[src/rtl/down_timer_pkg.sv]
// Shared state encoding and helpers for the down_timer block.
package down_timer_pkg;

   typedef enum logic [1:0] {
      IDLE = 2'b00,
      RUN  = 2'b01,
      HOLD = 2'b10
   } state_e;

   function automatic logic is_busy(input state_e s);
      return (s == RUN) || (s == HOLD);
   endfunction

endpackage

[src/rtl/down_timer_prescaler.sv]
// Tick strobe generator: one tick every prescale_i+1 enabled cycles.
module down_timer_prescaler #(
   parameter int PrescaleSize = 4
) (
   input  logic                    clock,
   input  logic                    reset,
   input  logic                    clear_i,
   input  logic                    enable_i,
   input  logic [PrescaleSize-1:0] prescale_i,
   output logic                    tick_o
);

   logic [PrescaleSize-1:0] cnt_q, cnt_d;

   assign tick_o = enable_i && (cnt_q == prescale_i);

   always_comb begin
      cnt_d = cnt_q;
      if (clear_i) begin
         cnt_d = '0;
      end else if (enable_i) begin
         cnt_d = tick_o ? '0 : cnt_q + 1'b1;
      end
   end

   always_ff @(posedge clock) begin
      if (reset) begin
         cnt_q <= '0;
      end else begin
         cnt_q <= cnt_d;
      end
   end

endmodule

[src/rtl/down_timer.sv]
// Loadable down counter with pause/abort and optional auto-reload.
// Define DOWN_TIMER_PRESCALE_EN to add the prescale_i tick divisor.
module down_timer
   import down_timer_pkg::*;
#(
   parameter int Size         = 8,
   parameter int PrescaleSize = 4
) (
   input  logic                    clock,
   input  logic                    reset,
   input  logic                    load,
   input  logic [Size-1:0]         data_i,
   input  logic                    start,
   input  logic                    stop,
   input  logic                    reload,
`ifdef DOWN_TIMER_PRESCALE_EN
   input  logic [PrescaleSize-1:0] prescale_i,
`endif
   output logic [Size-1:0]         data_o,
   output logic                    busy,
   output logic                    done
);

   state_e          state_q, state_d;
   logic [Size-1:0] count_q, count_d;
   logic [Size-1:0] reload_q, reload_d;
   logic            busy_q, busy_d;
   logic            done_q, done_d;

   logic            start_ok;
   logic            run_entry;
   logic            tick_en;
   logic            tick;

   // Start is only honoured from HOLD, or from IDLE with something to count.
   assign start_ok  = start && ((state_q == HOLD) ||
                                ((state_q == IDLE) && (count_q != '0)));
   assign run_entry = !load && !stop && start_ok && (state_q == IDLE);
   assign tick_en   = (state_q == RUN) && !load && !stop;

`ifdef DOWN_TIMER_PRESCALE_EN
   down_timer_prescaler #(
      .PrescaleSize(PrescaleSize)
   ) u_prescaler (
      .clock      (clock),
      .reset      (reset),
      .clear_i    (load || run_entry),
      .enable_i   (tick_en),
      .prescale_i (prescale_i),
      .tick_o     (tick)
   );
`else
   assign tick = tick_en;
`endif

   always_comb begin
      state_d  = state_q;
      count_d  = count_q;
      reload_d = reload_q;
      done_d   = 1'b0;
      if (load) begin
         count_d  = data_i;
         reload_d = data_i;
         state_d  = IDLE;
      end else if (stop) begin
         if (state_q == RUN) begin
            state_d = HOLD;
         end else if (state_q == HOLD) begin
            state_d = IDLE;
         end
      end else if (start_ok) begin
         state_d = RUN;
      end else if (tick) begin
         if (count_q > Size'(1)) begin
            count_d = count_q - 1'b1;
         end else if (count_q == Size'(1)) begin
            done_d = 1'b1;
            if (reload) begin
               count_d = reload_q;
            end else begin
               count_d = '0;
               state_d = IDLE;
            end
         end
      end
      busy_d = is_busy(state_d);
   end

   always_ff @(posedge clock) begin
      if (reset) begin
         state_q  <= IDLE;
         count_q  <= '0;
         reload_q <= '0;
         busy_q   <= 1'b0;
         done_q   <= 1'b0;
      end else begin
         state_q  <= state_d;
         count_q  <= count_d;
         reload_q <= reload_d;
         busy_q   <= busy_d;
         done_q   <= done_d;
      end
   end

   assign data_o = count_q;
   assign busy   = busy_q;
   assign done   = done_q;

endmodule

[config.mk]
export PLATFORM = sky130hd
export DESIGN_NAME = down_timer
export DESIGN_NICKNAME = d
export VERILOG_FILES = /design/src/rtl/down_timer_pkg.sv /design/src/rtl/down_timer_prescaler.sv /design/src/rtl/down_timer.sv
export SDC_FILE = /design/constraint.sdc
export NUM_CORES = 1
export LEC_CHECK = 0
export ABC_AREA = 1
export CAP_MARGIN = 20
export CORE_MARGIN = 2
export CORE_UTILIZATION = 48
export DETAILED_ROUTE_END_ITERATION = 16
export GPL_TIMING_DRIVEN = 0
export PLACE_DENSITY = 0.77
export SETUP_SLACK_MARGIN = 0.5
export SLEW_MARGIN = 20
export SYNTH_ARGS = -nofsm -noshare
export SYNTH_HDL_FRONTEND = slang
export SYNTH_SLANG_ARGS = --single-unit
[constraint.sdc]
create_clock -name clock -period 2 [get_ports clock]
set_input_delay 0.5 -clock clock [delete_from_list [all_inputs] [get_ports clock]]
set_output_delay 0.5 -clock clock [all_outputs]
set_load 0.05 [all_outputs]
Word-level counts from Yosys, hierarchy flattened. Index checks and enable logic that the tools add are counted.

Register bits after elaboration: 20. Input bits: 14. Output and inout port bits: 10. Logic and storage cells: 46.

Add/subtract/negate cells: 1. Order comparisons: 1. Eq/ne operators: 7. Muxes and demuxes: 17. Bitwise operators: 1. Reductions and logical operators: 14.

Operators with widths (number): two-way mux 8 bit (7); two-way mux 2 bit (9); equality test 8 x 1 -> 1 bit (second input constant) (1); greater-than comparator 8 x 1 -> 1 bit (second input constant) (1); nonzero test 8 bit (1); subtractor 8 x 1 -> 8 bit (second input constant) (1); OR reduction 6 bit (1); equality test 2 x 1 -> 1 bit (second input constant) (2); equality test 2 bit (second input constant) (2); logical AND 1 bit (4); inequality test 2 bit (second input constant) (2); AND reduction 4 bit (1); nonzero test 3 bit (1); logical NOT 1 bit (2); logical NOT 2 bit (1); logical OR 1 bit (2); nonzero test 2 bit (1); two-way mux 1 bit (1); NOT 1 bit (1).

Logic depth before layout (Yosys ltp). Gate-level depths: netlist of run 1.

Depth in word-level cells: 9. Gate-level depth with buffers: 10. Mapped depth without buffers: 10.

Worst setup path after synthesis of run 1. OpenSTA, ideal clock, no wires.

Path kind: register to register. Start point: reg count_q[0] (netlist: data_o[0]). End point: reg count_q[0] (netlist: data_o[0]). Setup time: 0.066 ns. Arrival: 1.720 ns. Required time: 1.934 ns. Path slack: 0.214 ns. Cell stages (with the launch flop): 10. Path buffers: 0. Period minus slack after synthesis: 1.786 ns. Path through: dfxtp_1 -> inv_1 -> ha_1 -> nand2_4 -> inv_1 -> nand2_1 -> nand3_2 -> inv_1 -> nand2_1 -> a21oi_2.

Cells in the longest elaborated chain, start to end: 6. Elaborated cells between the ends (all ways): 15. Those cells by class: add/sub (1); order compare (1); eq/ne (2); mux (5); reduce/logical (6).

RTL lines: from (decl) (RTL line down_timer.sv:25) `logic [Size-1:0] count_q, count_d;`; from (signal assigned) (RTL line down_timer.sv:98) `count_q <= count_d;`; subtractor 8 x 1 -> 8 bit (tied with other cells) (RTL line down_timer.sv:75) `count_d = count_q - 1'b1;`; two-way mux 8 bit / logical AND 1 bit (equally long branches) (RTL line down_timer.sv:74, down_timer.sv:37); two-way mux 8 bit / logical OR 1 bit (equally long branches) (RTL line down_timer.sv:73, down_timer.sv:36); two-way mux 8 bit / logical AND 1 bit (equally long branches) (RTL line down_timer.sv:71, down_timer.sv:36); two-way mux 8 bit / inequality test 2 bit (equally long branches); two-way mux 8 bit / AND reduction 4 bit (equally long branches).

Several ways; a longest one is shown, not always the timed one. The select of a mux whose other input is x is not followed. A chain may end at the register's enable or synchronous reset.

Final worst setup path of run 1.
Start point: reg count_q[6] (netlist: data_o[6]). End point: out data_o[6].

RTL lines: to (decl) (RTL line down_timer.sv:19) `output logic [Size-1:0] data_o,`.

No word-level cell between the ends.

==> metrics.md, run 1 <==
| Metric | Value |
|---|---|
| Outcome | completed |
| CTS sink count | 20 |
| CP max stage delay | 0.38 ns |
| Clock-pin transition on the worst setup and hold timing paths | 0.13 ns |
| VDD IR max | 585.8 uV |
| Post-Syn Area | 0.001316 sq mm |
| Routed via count | 1271 |
| WL per Instance | 10.93 um |
| CTS tree | done |
| Crit path DAT | 0.96 ns |
| Die width | 56.37 um |
| Commonest non-fill, non-tap cells in the layout | nand2_1 (64), inv_1 (25), nand3_1 (23) |
| Final Critical Period | 1.465 ns |
| Initial antenna violation count | 0 |
| Finished Layout Cells | 262 |
| Post-Route Setup TNS | 0 ns |
| RSZ-0062 raised after global routing | true |
| Gate count of the mapped netlist | 206 |
| Power Dens Cells | 709.0 mW/mm^2 |
| #FFs+latches synth | 20 |
| Port bufs | 21 |
| Layout Skew | 0.01477 ns |
| Crit. End Element | output port |
| Fin worst setup slack | 0.5353 ns |
| I/O pins | 24 |
| Synthesis-to-finish area growth | 23.67% |
| Largest net degree at the start of global routing | 13 |
| Worst-Skew Late Latency | 0.32 ns |
| First-pass GRT wire length | 4.885 mm |
| Largest delay share family, worst path | flip-flops |
| Vias in the first global route | 1095 |
| DP HPWL | 2.237 mm |
| Final Cycle Share | 73.23% |
| Ys Warns | 0 |
| Core area | 0.002545 sq mm |
| Hold Buf Count CTS | 0 |
| Req. time, crit path | 1.50 ns |
| Avg Inst Size Synth | 6.390 sq um |
| GRT Util Overall | 19.62% |
| Post-route DRC | 0 |
| Die H | 56.37 um |
| CP max stage cell | dfxtp_2 |
| Aggregate global routing overflow | 0 |
| Post-Syn Nets | 223 |
| H-tree levels | 1 |
| Starting Density | 51.72% |
| Share of cells above drive strength 1 | 22.84% |
| Drt pass-1 iters | 4 |
| Iter 0 DRT Violations | 55 |
| Pleak | 0.8054 nW |
| Routed Antenna Nets | 0 |
| WHS | 0.4716 ns |
| Hold Vio Cnt, Final | 0 |
| Routed WL | 2.863 mm |
| CP cell instances | buf_2 |
| Worst setup SP type | register |
| Worst Hold Class | register to register |
| Slew Viols, Final | 0 |
| Slew @ Worst Pin | 0.4234 ns |
| GP Congestion | 0.8588 |
| Slew headroom | 71.77% |
| Bufs and invs on worst path | 1 |
| Final setup fails | 0 |
| Register area share after synthesis | 30.42% |
| Critical path class | register to output port |
| Util after Layout | 63.96% |
| Final #Nets | 250 |
| Inserted Clock Buffers | 3 |
| Clock Tree Buf Depth | 2 |
| Root buffer cell | clkbuf_4 |
| Antenna Cells | 0 |
| Drt via density | 4.851 |
| Max cap viols | 0 |
| Die ar. | 0.003177 sq mm |
| Placed Cells | 257 |
| Synth cell types | 24 |
| CP Max Fanout | 4 |
| Fmax | 682.8 MHz |
| Commonest non-fill, non-tap cell in the layout | nand2_1 |
| Post-place setup slack | 0.1906 ns |
| Row count | 18 |
per-stage QoR:
step                power [mW]  cell area (sq um)
detailed placement      0.8705               1577
CTS                      1.155               1598
global route             1.234               1628
global placement        0.8671               1577
finish                   1.154               1628
floorplan               0.7633               1329
flip-flops by register name, indices dropped and copies added (netlist names):
name and cells:
busy 1, done 1, reload_q 8, data_o 8, state_q 2
cell usage after synthesis (all sizes together):
cell    instances  area share (%)
buf             3             1.3
o21ai           3             1.1
ha              3             2.9
nand3b          2             1.1
nor3            1            0.38
dfxtp          20              30
inv            28             8.2
clkbuf          2            0.57
nand3          26              11
o211ai          1            0.57
nand2          70              23
clkinv          2            0.57
nand4           2            0.95
a21oi          18              10
nor2           25             8.7
layout make-up:
class                           count  area, sq um
Inverter                           30        118.9
Clock buffer                        4        47.55
Timing Repair Buffer               22        180.2
Multi-Input combinational cell    151        804.5
Fill cell                         239        917.1
Sequential cell                    20        414.1
Buffer                              5        25.02
Tap cell                           30        37.54
path summary, 6_finish.rpt:
path	from	endpoint	slack, ns	cells after the start
setup / recovery	data_o[6]	data_o[6]	0.54	1
hold / removal	reload_q[3]	reload_q[3]	0.47	2
setup reg to reg	data_o[1]	data_o[1]	0.56	9
hold reg to reg	reload_q[3]	reload_q[3]	0.47	2
metal layers:
metal	wire, um	global-route usage [%]	vias up	share of wire, %
met4	45	8.844	0	1.6
met1	1379	27.20	536	48
met5	0	0	-	0
met3	175	2.765	4	6.1
met2	1262	30.08	31	44
li1	-	-	700	-
logic make-up (layout without fill, tap and decap cells):
family	Yosys count	in the layout	synth area share [%]
flip-flops	20	20	30.42
AND/OR/NAND/NOR	126	126	44.39
adder cells (fa/ha/maj)	3	3	2.852
AO/OA/AOI/OAI	22	22	11.69
buffers and inverters	35	61	10.65
power breakdown:
part           switching [mW]  total, mW  internal, mW
Clock                   0.133      0.285         0.153
Sequential             0.0249      0.452         0.427
Combinational           0.272      0.416         0.144
what timing repair did:
| action | 4_1_cts | 5_1_grt |
|---|---|---|
| gates resized for setup | 57 | 7 |
| gates cloned | 0 | 0 |
| setup endpoints to repair | 18 | 12 |
| setup buffers | 0 | 1 |
No activity file was read; power rests on OpenSTA's default activity.
==> run 2: changes to the inputs <==
- clock period: 2 -> 1.5 ns (I/O delays scaled with it)
==> run 2 against run 1 <==
  * Die area did not move
  * Design area rose by 16%
  * Sequential power rose by 36%
  * Sequential cell count did not move
  * Highest routed layer unchanged
  * Clock-buffer cell count did not move
  * Non-clock buffer count rose by 10
  * Critical endpoint is now data_o[3]
  * Critical path depth rose by 8
  * Via count rose by 7.9%
  * Largest cell class unchanged
  * Worst setup slack got worse by 0.42 ns
  * Core utilization rose by 10 points
  * Hold slack got worse by 0.084 ns
==> metrics.md, run 2 (same netlist as run 1, synthesis figures left out) <==
| Metric | Value |
|---|---|
| Outcome | completed |
| Initial antenna violation count | 0 |
| WL per Instance | 13.02 um |
| CP Max Fanout | 8 |
| Worst setup SP type | register |
| Clock Tree Buf Depth | 2 |
| Routed Antenna Nets | 0 |
| Pleak | 0.9188 nW |
| H-tree levels | 1 |
| DP HPWL | 2.538 mm |
| Hold Vio Cnt, Final | 0 |
| Starting Density | 51.72% |
| R2r startpoint | data_o[1] |
| Clock share of power | 18.2% |
| CTS tree | done |
| Row count | 18 |
| Final setup fails | 0 |
| VDD IR max | 602.4 uV |
| Crit path DAT | 1.61 ns |
| Drt via density | 5.040 |
| Met3 Track Usage GR | 2.765% |
| P_sw | 0.6489 mW |
| Post-place setup slack | -0.2350 ns |
| Fillcell total | 192 |
| WHS | 0.3875 ns |
| Met1 usage | 30.67% |
| Fmax | 723.1 MHz |
| CTS sink count | 20 |
| Core area | 0.002545 sq mm |
| RSZ-0062 raised after global routing | true |
| Routed WL | 3.542 mm |
| Max cap viols | 0 |
| Share of cells above drive strength 1 | 36.36% |
| Global Route met2 Usage | 38.49% |
| Die ar. | 0.003177 sq mm |
| GRT Util Overall | 22.84% |
| Iter 0 DRT Violations | 89 |
| Sequential power share | 38.2% |
| Root buffer cell | clkbuf_4 |
| Finished Layout Cells | 272 |
| Commonest non-fill, non-tap cell in the layout | nand2_1 |
| First-pass GRT wire length | 5.727 mm |
| Final Critical Period | 1.383 ns |
| Layout Skew | 0.003027 ns |
| Final Cycle Share | 92.20% |
| Fin worst setup slack | 0.1171 ns |
| Hold Buf Count CTS | 0 |
| GP Congestion | 0.9132 |
| Critical path class | register to register |
| I/O pins | 24 |
| Internal | 0.9574 mW |
| Port bufs | 21 |
| Die width | 56.37 um |
| Antenna Cells | 0 |
| Clock-pin transition on the worst setup and hold timing paths | 0.12 ns |
| Req. time, crit path | 1.73 ns |
| Aggregate global routing overflow | 0 |
| Die H | 56.37 um |
| GR peak layer | met2 |
| Switch share | 40.40% |
| Slew @ Worst Pin | 0.3388 ns |
| Slew headroom | 77.42% |
| Synthesis-to-finish area growth | 43.54% |
| Worst-Skew Late Latency | 0.32 ns |
| Vias in the first global route | 1292 |
| Slew Viols, Final | 0 |
| Crit. End Element | register |
| Drt pass-1 iters | 4 |
| Placed Cells | 257 |
| Routed via count | 1371 |
| Combinational power share | 43.5% |
| Hold Crit Start | load |
| Worst Hold Class | input pin to register |
| Final #Nets | 260 |
| Largest net degree at the start of global routing | 12 |
| Commonest non-fill, non-tap cells in the layout | nand2_1 (59), inv_1 (22), nand3_1 (19) |
| Inserted Clock Buffers | 3 |
| Crit path from | data_o[1] |
| Post-route DRC | 0 |
| Power Dens Cells | 850.2 mW/mm^2 |
==> run 2: critical path, cell delays in order (launching register included) <==
cell     delay, ns
dfxtp_4       0.39
inv_6         0.08
ha_4          0.16
nand2_4       0.08
nor2_4        0.14
nand2_2       0.09
nand2_4       0.12
nand3_1       0.09
nand2_1       0.10
a21oi_2       0.04
==> run 2: metrics by stage <==
step / TNS, ns / utilization [%] / total power [mW] / instance area, sq um
finish: 0 / 74.24 / 1.606 / 1889
global route: 0 / 74.24 / 1.686 / 1889
CTS: 0 / 70.26 / 1.544 / 1788
detailed placement: -1.948 / 65.04 / 1.207 / 1655
global placement: -1.253 / 65.04 / 1.191 / 1655
floorplan: 0 / - / 1.051 / 1408
==> run 2: path summary, 6_finish.rpt <==
check             depth (start not counted)  slack, ns     endpoint
hold / removal                            3       0.39  reload_q[3]
setup / recovery                          9       0.12    data_o[3]
setup reg to reg                          9       0.12    data_o[3]
hold reg to reg                           2       0.47  reload_q[5]
==> run 2: power groups by stage <==
stage | Clock (mW) | Combinational (mW) | Sequential [mW]
detailed placement | 0 | 0.591 | 0.616
global placement | 0 | 0.577 | 0.614
CTS | 0.285 | 0.650 | 0.609
floorplan | 0 | 0.360 | 0.692
global route | 0.309 | 0.757 | 0.620
finish | 0.293 | 0.699 | 0.614
==> run 2: repair_timing <==
| action | 4_1_cts | 5_1_grt |
|---|---|---|
| setup endpoints to repair | 30 | 22 |
| hold endpoints to repair | 0 | 0 |
| pin swaps | 7 | 11 |
| buffers inserted | 8 | 3 |
| gates resized for setup | 82 | 25 |
==> run 2: final cells by class <==
| class | count | area (sq um) | area share (%) |
|---|---|---|---|
| well taps | 30 | 37.54 | 1.987 |
| repair buffers | 32 | 340.3 | 18.01 |
| inverters | 30 | 125.1 | 6.623 |
| multi-input cells | 151 | 889.6 | 47.09 |
| clock buffers | 4 | 26.28 | 1.391 |
| flip-flops and latches | 20 | 432.9 | 22.91 |
| plain buffers | 5 | 37.54 | 1.987 |
==> run 2: metal layers <==
layer | wire [um] | up-vias
met5 | 0 | -
met4 | 77 | 0
met3 | 120 | 10
met2 | 1722 | 34
met1 | 1621 | 612
li1 | - | 715
==> run 3: changes to the inputs <==
- CORE_ASPECT_RATIO: not set -> 0.7
- SKIP_LAST_GASP: not set -> 1
- SYNTH_HIERARCHICAL: not set -> 1
==> run 3 against run 2 <==
  * Clock-buffer cell count down 1
  * Clock power up 23%
  * Synthesized cell count unchanged
  * Sequential cell count unchanged
  * Critical endpoint is now data_o[6]
==> metrics.md, run 3 <==
| Metric | Value |
|---|---|
| I/O pins | 24 |
| Commonest non-fill, non-tap cells in the layout | nand2_1 (61), inv_1 (22), nand3_1 (21) |
| Most common library cells after synthesis | nand2_1 (64), inv_1 (27), nand3_1 (24) |
| Most frequent CP cell | nand2_4 |
| Gate count of the mapped netlist | 206 |
| Reg2Reg Depth | 9 |
| Ys flop type | dfxtp_1 |
| Final Cycle Share | 90.88% |
| Most instantiated library cell after synthesis | nand2_1 |
| Final setup fails | 0 |
| Hold Buf Count CTS | 0 |
| Max cap viols | 0 |
| Aggregate global routing overflow | 0 |
| DP Area | 0.001660 sq mm |
| Worst-Skew Late Latency | 0.26 ns |
| Commonest non-fill, non-tap cell in the layout | nand2_1 |
| Critical path class | register to register |
| Fin worst setup slack | 0.1368 ns |
| Slew headroom | 75.72% |
| Vias in the first global route | 1335 |
| Layout Skew | 0.005577 ns |
| Ys Warns | 6 |
| Routed via count | 1454 |
| DP HPWL | 2.625 mm |
| Design Area, Final | 0.001914 sq mm |
| Die ar. | 0.003184 sq mm |
| VDD IR max | 538.8 uV |
| CTS sink count | 20 |
| RR Endpoint | data_o[6] |
| CTS tree | done |
| Share of cells above drive strength 1 | 34.17% |
| Worst setup SP type | register |
| Post-place setup slack | -0.1848 ns |
| R2r startpoint | data_o[0] |
| Final Critical Period | 1.363 ns |
| CP max stage delay | 0.37 ns |
| Crit. End Element | register |
| Finished Layout Cells | 274 |
| Synth area leaders | dfxtp_1 (30%), nand2_1 (18%), nand3_1 (9.1%) |
| CP max stage cell | dfxtp_4 |
| CP Max Fanout | 8 |
| Post-route DRC | 0 |
| Crit path from | data_o[0] |
| H-tree levels | 1 |
| Die H | 47.81 um |
| Worst Hold Path EP | reload_q[4] |
| Inserted Clock Buffers | 3 |
| R2R Setup Slk | 0.14 ns |
| Avg Inst Size Synth | 6.390 sq um |
| Pleak | 0.9076 nW |
| Outcome | completed |
| GRT Util Overall | 26.27% |
| #FFs+latches synth | 20 |
| Slew @ Worst Pin | 0.3642 ns |
| Drt via density | 5.307 |
| RSZ-0062 raised after global routing | true |
| Port bufs | 21 |
| Routed Antenna Nets | 0 |
| Total power | 1.675 mW |
| WHS | 0.4486 ns |
| Initial antenna violation count | 0 |
| Crit path DAT | 1.52 ns |
| Register area share after synthesis | 30.42% |
| Hold Vio Cnt, Final | 0 |
| EDFF count, synth | 0 |
| Fmax | 733.6 MHz |
| Worst Hold Class | input pin to register |
| Req. time, crit path | 1.66 ns |
| Hold Path Stages | 3 |
| Clock Tree Buf Depth | 2 |
| Clock-pin transition on the worst setup and hold timing paths | 0.07 ns |
| Core area | 0.002534 sq mm |
| Starting Density | 51.95% |
| Slew Viols, Final | 0 |
| Routed WL | 3.698 mm |
| Final #Nets | 259 |
| Root buffer cell | clkbuf_8 |
| Placed Cells | 261 |
| Hold Crit Start | load |
| GP Congestion | 0.8539 |
| Synth async-reset ratio | 0% |
| Post-synth top area cell | dfxtp_1 |
| Synthesis-to-finish area growth | 45.44% |
| WL per Instance | 13.50 um |
| Drt pass-1 iters | 6 |
| Post-Syn Nets | 223 |
| Row count | 15 |
| Iter 0 DRT Violations | 84 |
| Power Dens Cells | 874.7 mW/mm^2 |
| Largest net degree at the start of global routing | 11 |
| Post-synth top area share | 30.42% |
| Die width | 66.59 um |
| First-pass GRT wire length | 5.961 mm |
| Antenna Cells | 0 |
| Post-Syn Area | 0.001316 sq mm |
| CP cell instances | inv_4, ha_4, nand2_4, nor2_4, nand2_2, nand2_4, nand3_1, nand2_1, a21oi_2 |
| Synth cell types | 24 |
-- run 3: cell counts after synthesis --
No cell type changed its count.
-- run 3: logic make-up after synthesis --
logic type                 synth area share, %
and+or+nand+nor                          44.39
buffers and inverters                    10.65
AOI/OAI and AO/OA                        11.69
DFF                                      30.42
adders and majority gates                2.852
-- run 3: how the worst max path moves through the flow --
stage / endpoint / slack [ns] / cells after the start
floorplan: data_o[5] / 0.21 / 9
global placement: busy / -0.16 / 8
detailed placement: data_o[1] / -0.18 / 7
CTS: data_o[2] / 0.17 / 9
global route: data_o[1] / 0.08 / 9
finish: data_o[6] / 0.14 / 9
-- run 3: layout make-up --
cell class / count / area (sq um)
Buffer: 5 / 43.79
Inverter: 30 / 123.9
Clock buffer: 3 / 41.29
Fill cell: 189 / 619.3
Tap cell: 34 / 42.54
Multi-Input combinational cell: 151 / 904.6
Timing Repair Buffer: 31 / 325.3
Sequential cell: 20 / 432.9
-- run 3: repair_timing --
item	4_1_cts	5_1_grt
pin swaps	3	0
setup endpoints to repair	30	21
resized for setup	99	10
setup buffers	9	1
-- run 3: where the power goes --
part / internal [mW] / switching (mW) / leakage [nW]
clock network: 0.179 / 0.180 / 0.0216
logic: 0.278 / 0.423 / 0.715
registers: 0.569 / 0.0449 / 0.171
total: 1.03 / 0.648 / 0.908
-- run 3: worst max-delay path: cells and delay by family, from the launching register on --
| family | cells | cell delay (ns) |
|---|---|---|
| AND/OR/NAND/NOR | 6 | 0.62 |
| AO/OA/AOI/OAI | 1 | 0.04 |
| flip-flops | 1 | 0.37 |
| buffers and inverters | 1 | 0.08 |
| adder cells (fa/ha/maj) | 1 | 0.15 |
-- run 3: through the flow --
step,setup TNS [ns],utilization (%)
2_1_floorplan,0,-
3_3_place_gp,-1.383,65.53
3_5_place_dp,-1.854,65.53
4_1_cts,0,74.02
5_1_grt,0,75.56
6_report,0,75.56
-- run 3: routing by layer --
layer  wire [um]  global-route usage, %
met5           0                      0
met4          77                  13.47
met3         332                  7.059
met2        1733                  45.40
met1        1554                  31.14
